### config.mk
export PLATFORM = sky130hd
export DESIGN_NAME = imm_encoder
export DESIGN_NICKNAME = d
export VERILOG_FILES = /design/src/rtl/imm_encoder.sv
export SDC_FILE = /design/constraint.sdc
export NUM_CORES = 1
export LEC_CHECK = 0
export BUFFER_PORTS_ARGS = -buffer_cell sky130_fd_sc_hd__buf_2
export CELL_PAD_IN_SITES_DETAIL_PLACEMENT = 1
export CELL_PAD_IN_SITES_GLOBAL_PLACEMENT = 1
export CORE_ASPECT_RATIO = 1.1
export CORE_MARGIN = 4
export CORE_UTILIZATION = 34
export DETAILED_ROUTE_END_ITERATION = 6
export PLACE_DENSITY_LB_ADDON = 0.12
export SLEW_MARGIN = 20
export SYNTH_ARGS = -nofsm -noshare
export SYNTH_HDL_FRONTEND = slang
export SYNTH_SLANG_ARGS = --single-unit
### constraint.sdc
create_clock -name clk -period 1.9 [get_ports clk]
set_input_delay 0.095 -clock clk [delete_from_list [all_inputs] [get_ports clk]]
set_output_delay 0.095 -clock clk [all_outputs]
set_load 0.01 [all_outputs]
### src/rtl/imm_encoder.sv
// imm_encoder: packs field-level encode requests into RV32I I/S/B/J words and streams them into
// instruction memory. Define IMM_CHECK_EN to enable immediate range checks and err reporting.
module imm_encoder #(
    parameter int unsigned ADDR_W    = 8,
    parameter int unsigned BASE_ADDR = 0,
    parameter int unsigned DEPTH     = 256
) (
    input  logic              clk,
    input  logic              rst,
    input  logic              start,
    input  logic              in_valid,
    output logic              in_ready,
    input  logic              in_last,
    input  logic [1:0]        imm_src,
    input  logic [6:0]        opcode,
    input  logic [4:0]        rd,
    input  logic [2:0]        funct3,
    input  logic [4:0]        rs1,
    input  logic [4:0]        rs2,
    input  logic [31:0]       imm,
    output logic              imem_we,
    output logic [ADDR_W-1:0] imem_addr,
    output logic [31:0]       imem_wdata,
    output logic              done,
    output logic              err,
    output logic [ADDR_W-1:0] err_addr
);
    localparam int unsigned       CNT_W = $clog2(DEPTH + 1);
    localparam logic [ADDR_W-1:0] BASE  = ADDR_W'(BASE_ADDR);
    localparam logic [31:0]       NOP   = 32'h0000_0013;

    typedef enum logic [1:0] {StIdle, StLoad, StDone} state_e;

    state_e            state_q, state_d;
    logic [ADDR_W-1:0] ptr_q;
    logic [CNT_W-1:0]  cnt_q;
    logic              accept;
    logic              session_end;
    logic              open_session;
    logic              imm_ok;
    logic [31:0]       word;

    assign in_ready     = (state_q == StLoad);
    assign done         = (state_q == StDone);
    assign accept       = in_valid & in_ready;
    assign open_session = (state_q == StIdle) & start;
    assign session_end  = accept & (in_last | (cnt_q == CNT_W'(DEPTH - 1)));

    always_comb begin
        state_d = state_q;
        unique case (state_q)
            StIdle:  if (start) state_d = StLoad;
            StLoad:  if (session_end) state_d = StDone;
            StDone:  state_d = StIdle;
            default: state_d = StIdle;
        endcase
    end

    // Scatter the immediate; fields a format does not use stay zero.
    always_comb begin
        word = 32'h0;
        unique case (imm_src)
            2'b00: word = {imm[11:0], rs1, funct3, rd, opcode};
            2'b01: word = {imm[11:5], rs2, rs1, funct3, imm[4:0], opcode};
            2'b10: word = {imm[12], imm[10:5], rs2, rs1, funct3, imm[4:1], imm[11], opcode};
            2'b11: word = {imm[20], imm[10:1], imm[11], imm[19:12], rd, opcode};
            default: word = 32'h0;
        endcase
    end

`ifdef IMM_CHECK_EN
    logic              err_q;
    logic [ADDR_W-1:0] err_addr_q;

    // In range means every bit above the field's sign bit replicates it.
    always_comb begin
        imm_ok = 1'b1;
        unique case (imm_src)
            2'b00, 2'b01: imm_ok = (imm[31:11] == '0) || (imm[31:11] == '1);
            2'b10: imm_ok = ((imm[31:12] == '0) || (imm[31:12] == '1)) && !imm[0];
            2'b11: imm_ok = ((imm[31:20] == '0) || (imm[31:20] == '1)) && !imm[0];
            default: imm_ok = 1'b1;
        endcase
    end

    always_ff @(posedge clk) begin
        if (rst || open_session) begin
            err_q      <= 1'b0;
            err_addr_q <= '0;
        end else if (accept && !imm_ok) begin
            err_q <= 1'b1;
            if (!err_q) err_addr_q <= ptr_q;
        end
    end

    assign err      = err_q;
    assign err_addr = err_addr_q;
`else
    logic unused_imm;

    assign imm_ok     = 1'b1;
    assign unused_imm = ^imm[31:21];
    assign err        = 1'b0;
    assign err_addr   = '0;
`endif

    always_ff @(posedge clk) begin
        if (rst) begin
            state_q    <= StIdle;
            ptr_q      <= BASE;
            cnt_q      <= '0;
            imem_we    <= 1'b0;
            imem_addr  <= BASE;
            imem_wdata <= 32'h0;
        end else begin
            state_q <= state_d;
            imem_we <= accept;
            if (open_session) begin
                ptr_q <= BASE;
                cnt_q <= '0;
            end
            if (accept) begin
                imem_addr  <= ptr_q;
                imem_wdata <= imm_ok ? word : NOP;
                ptr_q      <= ptr_q + 1'b1;
                cnt_q      <= cnt_q + 1'b1;
            end
        end
    end

endmodule

# Yosys cells after proc, flatten, opt, wreduce, memory -nomap -nowiden
# Cells that the tools add are included.
[word_totals] register_bits=60 input_bits=64 out_inout_bits=52 wordCells=32
[op_classes] addsub=2 eq_ne=8 mux=8 bitwise_logic=4 reduce_logical=4
[ops] operator="case mux 32 bit (4 select lines)" count=1
[ops] operator="two-way mux 9 bit" count=2
[ops] operator="two-way mux 8 bit" count=2
[ops] operator="adder 9 x 1 -> 9 bit (second input constant)" count=1
[ops] operator="equality test 9 x 8 -> 1 bit (second input constant)" count=1
[ops] operator="adder 8 x 1 -> 8 bit (second input constant)" count=1
[ops] operator="equality test 2 bit (second input constant)" count=3
[ops] operator="equality test 2 x 1 -> 1 bit (second input constant)" count=2
[ops] operator="logical NOT 2 bit" count=2
[ops] operator="two-way mux 2 bit" count=2
[ops] operator="case mux 2 bit (2 select lines)" count=1
[ops] operator="bitwise AND 1 bit" count=3
[ops] operator="!= test 2 x 1 -> 1 bit (second input constant)" count=1
[ops] operator="!= test 2 bit (second input constant)" count=1
[ops] operator="AND reduction 2 bit" count=1
[ops] operator="nonzero test 2 bit" count=1
[ops] operator="OR 1 bit" count=1

# Logic depth before layout (Yosys ltp)
[logic_depth] word_depth=5 ltp_mapped=7

# Least setup slack after synthesis
# No wires, ideal clock.
[synth_path] path_kind="register to register" start="register state_q[1]" end="register ptr_q[5]" setup_ps=121 t_arrival_ps=1240 required_time_ps=1779 setup_slack_ps=540 stages_incl_launch_ff=5 n_path_buf=1 synth_period_minus_slack_ps=1360 cell_sequence="dfxtp_1 > nand3b_2 > buf_2 > nor3_1 > mux2_2"
[synth_via] elab_chain_cells=3 word_cells_on_any_way=6 cone_classes="eq/ne: 1; mux: 1; bitwise: 2; reduce/logical: 2"
[synth_lines] item="from (decl)" line_no="34" source="state_e state_q, state_d;"
[synth_lines] item="from (signal assigned)" line_no="109" source="state_q <= StIdle;"
[synth_lines] item="from (signal assigned)" line_no="116" source="state_q <= state_d;"
[synth_lines] item="equality test 2 x 1 -> 1 bit or logical NOT 2 bit (tied branches)" line_no="43, 46"
[synth_lines] item="bitwise AND 1 bit, on equally long branches" line_no="45, 46"
[synth_lines] item="two-way mux 8 bit or nonzero test 2 bit (tied branches)"
[synth_lines] item="to (signal assigned)" line_no="125" source="ptr_q <= ptr_q + 1'b1;"
[synth_lines] item="to (decl)" line_no="35" source="logic [ADDR_W-1:0] ptr_q;"
# Parallel ways exist; a longest one is shown, timed or not.
# A chain may end at the register's enable or synchronous reset.

# Worst setup path after layout
[layout_path] start="register state_q[0]" end="register cnt_q[4]"
[layout_via] elab_chain_cells=3 word_cells_on_any_way=6 cone_classes="eq/ne: 1; mux: 1; bitwise: 2; reduce/logical: 2"
[layout_lines] item="equality test 2 x 1 -> 1 bit or logical NOT 2 bit (tied branches)" line_no="43, 46"
[layout_lines] item="bitwise AND 1 bit, on equally long branches" line_no="45, 46"
[layout_lines] item="two-way mux 9 bit or nonzero test 2 bit (tied branches)"
[layout_lines] item="to (signal assigned)" line_no="126" source="cnt_q <= cnt_q + 1'b1;"
[layout_lines] item="to (decl)" line_no="36" source="logic [CNT_W-1:0] cnt_q;"
# Parallel ways exist; a longest one is shown, timed or not.

==> results.py <==
metrics = {
    "synthesis": {
        "synth_largest_area_cell": "dfxtp_1",
        "synth_seq_area_share": 0.440,
        "yosysMostFrequentCell": "nand2_1",
        "yosysWarnings": 0,
        "postSynthAreaPerCell_sq_um": 8.37,
        "synth_area_leaders": "dfxtp_1 44%, nand2_1 11%, a311oi_1 6.7%, a21oi_1 5.1%, nor2_1 3.9%",
        "synth_ff_type": "dfxtp_1",
        "ys_seq_elements": 60,
        "synth_top_area_share": 0.440,
        "yosys.cell_types.count": 37,
        "synthArstFlopShare": 0,
        "netlist_area_sq_mm": 0.00273,
        "synth_enable_flop_cells": 0,
        "yosys-top-cells-count": "79 x nand2_1, 60 x dfxtp_1, 28 x a21oi_1, 28 x nor2_1, 21 x a311oi_1",
        "synth_cells": 326,
    },
    "drt": {
        "dr.pass1.iters": 4,
        "wl_met1_microns": 3300,
        "highest_layer": "met4",
        "wl_microns": 7440,
        "drt_iter0_drc": 111,
        "viasPerCell": 4.86,
        "drc": 0,
        "wl_met2_microns": 3610,
        "wl_met3_microns": 450,
        "vias": 2650,
        "drtAntennaViolNets": 0,
        "wl_per_cell_microns": 13.7,
    },
    "die": {
        "die_area_sq_mm": 0.00952,
        "fp.dieW_microns": 93.4,
        "core_area_sq_mm": 0.00787,
        "rows": 34,
        "ioPinCount": 116,
        "start_util": 0.347,
        "fp.dieH_microns": 102,
    },
    "clock_network": {
        "cts_tree": "done",
        "cts-root-buf": "clkbuf_8",
        "postCtsResizedCells": 0,
        "clock-sinks": 60,
        "cts_made_buffers": 9,
        "cts_hold_buf": 13,
        "cts.path.max_buffers": 2,
        "clk_pin_slew_worst_paths_ps": 70,
        "clock_latency_ps": 330,
        "htreeDepth": 3,
        "post_cts_buffers": 0,
    },
    "setup_path": {
        "end_kind": "flip-flop",
        "worstPathRequired_ps": 2130,
        "start_kind": "flip-flop",
        "criticalPathCategory": "flip-flop to flip-flop",
        "worst_r2r_path_depth": 4,
        "timing.reg2reg.setup_slack_ps": 330,
        "cp_max_fo": 60,
        "reg2reg_from": "state_q[0]",
        "arrival_ps": 1810,
        "r2r_end": "cnt_q[4]",
    },
    "place": {
        "dpl_cell_area_sq_mm": 0.00324,
        "io_buffers": 95,
        "dp_hpwl_microns": 5260,
        "dp_cells": 516,
        "routabilityCongestion": 0.781,
    },
    "final_layout": {
        "regArea_sq_mm": 0.00120,
        "areaGrowthSynthToFinish_pct": 32.7,
        "instances_no_fill": 545,
        "drive_gt1_frac": 0.300,
        "multi_input_area_sq_mm": 0.00132,
        "num_antenna_cells": 0,
        "layout.nets": 499,
        "post-route-cell-area_sq_mm": 0.00362,
        "fillers": 1001,
    },
    "sta": {
        "fin_tns_setup_ps": 0,
        "rsz0062_at_grt": "no",
        "worst_pin_slew_ps": 611,
        "finalSetupViolations": 0,
        "maxSlewViolCount": 0,
        "skew_ps": 5.76,
        "timing.final.crit_share": 0.827,
        "timing.hold.ws_ps": 23.0,
        "period_needed_ps": 1570,
        "max_freq_mhz": 637,
        "final_hold_viol_count": 0,
        "relSlewSlack": 0.591,
    },
    "run_status": {
        "status": "finished, final reports clean",
    },
    "min_path": {
        "holdPathStages": 3,
        "holdPathEnd": "imem_wdata[18]",
        "holdCritPathClass": "input pin to flip-flop",
        "min_from": "rs1[3]",
    },
    "global_route": {
        "antenna_found_initial": 0,
        "grt_max_degree": 61,
        "grt_use_total": 0.159,
        "grt_first_pass_wirelength_microns": 12000,
        "first_global_vias": 2594,
        "overflow": 0,
    },
    "power_and_ir_drop": {
        "p_per_area_mw_per_mm2": 873,
        "ir_worst_vdd_v": 0.000385,
        "p_leak_nw": 1.56,
    },
    "flow_run": {
        "max_cap_viol_count": 0,
    },
}
==> sequential cells by signal, indices dropped and copies added (netlist names) <==
register / cells
imem_addr: 8
ptr_q: 8
cnt_q: 9
imem_wdata: 32
state_q: 2
imem_we: 1
==> worst max-delay path by stage <==
stage | from | to
floorplan | state_q[1] | ptr_q[5]
global placement | state_q[0] | ptr_q[7]
detailed placement | state_q[0] | ptr_q[5]
CTS | state_q[0] | cnt_q[6]
global route | state_q[0] | ptr_q[5]
finish | state_q[0] | cnt_q[4]
==> worst max-delay path: stages (launching register included) <==
cell,delay [ps]
dfxtp_1,480
and3b_2,280
buf_12,260
a41oi_1,160
a311oi_1,280
==> metrics by stage <==
stage               utilization  setup slack [ps]  power (mW)
floorplan                     -               540        1.59
global placement          0.411               371        1.72
detailed placement        0.411               327        1.73
CTS                       0.460               329        3.20
global route              0.460               199        3.32
finish                    0.460               329        3.16
==> kinds of logic (layout without fill, tap and decap cells) <==
| group | after synthesis | count (layout) | synth area share |
|---|---|---|---|
| buf+inv | 34 | 137 | 0.0872 |
| fa+ha+maj | 3 | 3 | 0.0138 |
| compound gates | 67 | 67 | 0.165 |
| flops | 60 | 60 | 0.440 |
| simple gates | 147 | 147 | 0.239 |
| xor+xnor | 2 | 2 | 0.00642 |
| other cells | 1 | 9 | 0.00137 |
| mux | 12 | 12 | 0.0468 |
==> power breakdown <==
group	switching, mW	internal, mW
clock network	0.501	0.942
registers	0.0287	1.30
logic	0.213	0.170
==> per-layer routing <==
metal,track usage,up-vias
li1,-,1335
met1,0.196,1241
met2,0.262,66
met3,0.0434,8
met4,0.0643,0
met5,0,-
==> layout make-up <==
cell class,instances,area share
inverters,1,0.00104
repair buffers,120,0.196
clock inverters,4,0.0263
well taps,108,0.0373
multi-input cells,240,0.365
flip-flops and latches,60,0.332
clock buffers,12,0.0429
==> cells in the final DEF (no fill, tap or decap), drive strengths merged, types with 2 or more instances in the layout <==
| master | instances |
|---|---|
| conb | 9 |
| nor2b | 2 |
| nor4 | 2 |
| nand2b | 5 |
| dfxtp | 60 |
| or3 | 2 |
| buf | 107 |
| nor2 | 28 |
| bufinv | 3 |
| dlygate4sd3 | 13 |
| and3b | 5 |
| nor3 | 5 |
| mux2i | 6 |
| a311oi | 21 |
| mux2 | 6 |
| nand3 | 14 |
| a21oi | 28 |
| a31oi | 2 |
| ha | 3 |
| o21ai | 5 |
| a41oi | 2 |
| a211oi | 4 |
| clkbuf | 12 |
| nand2 | 79 |
Note: power is estimated with default switching activity, not from simulation.
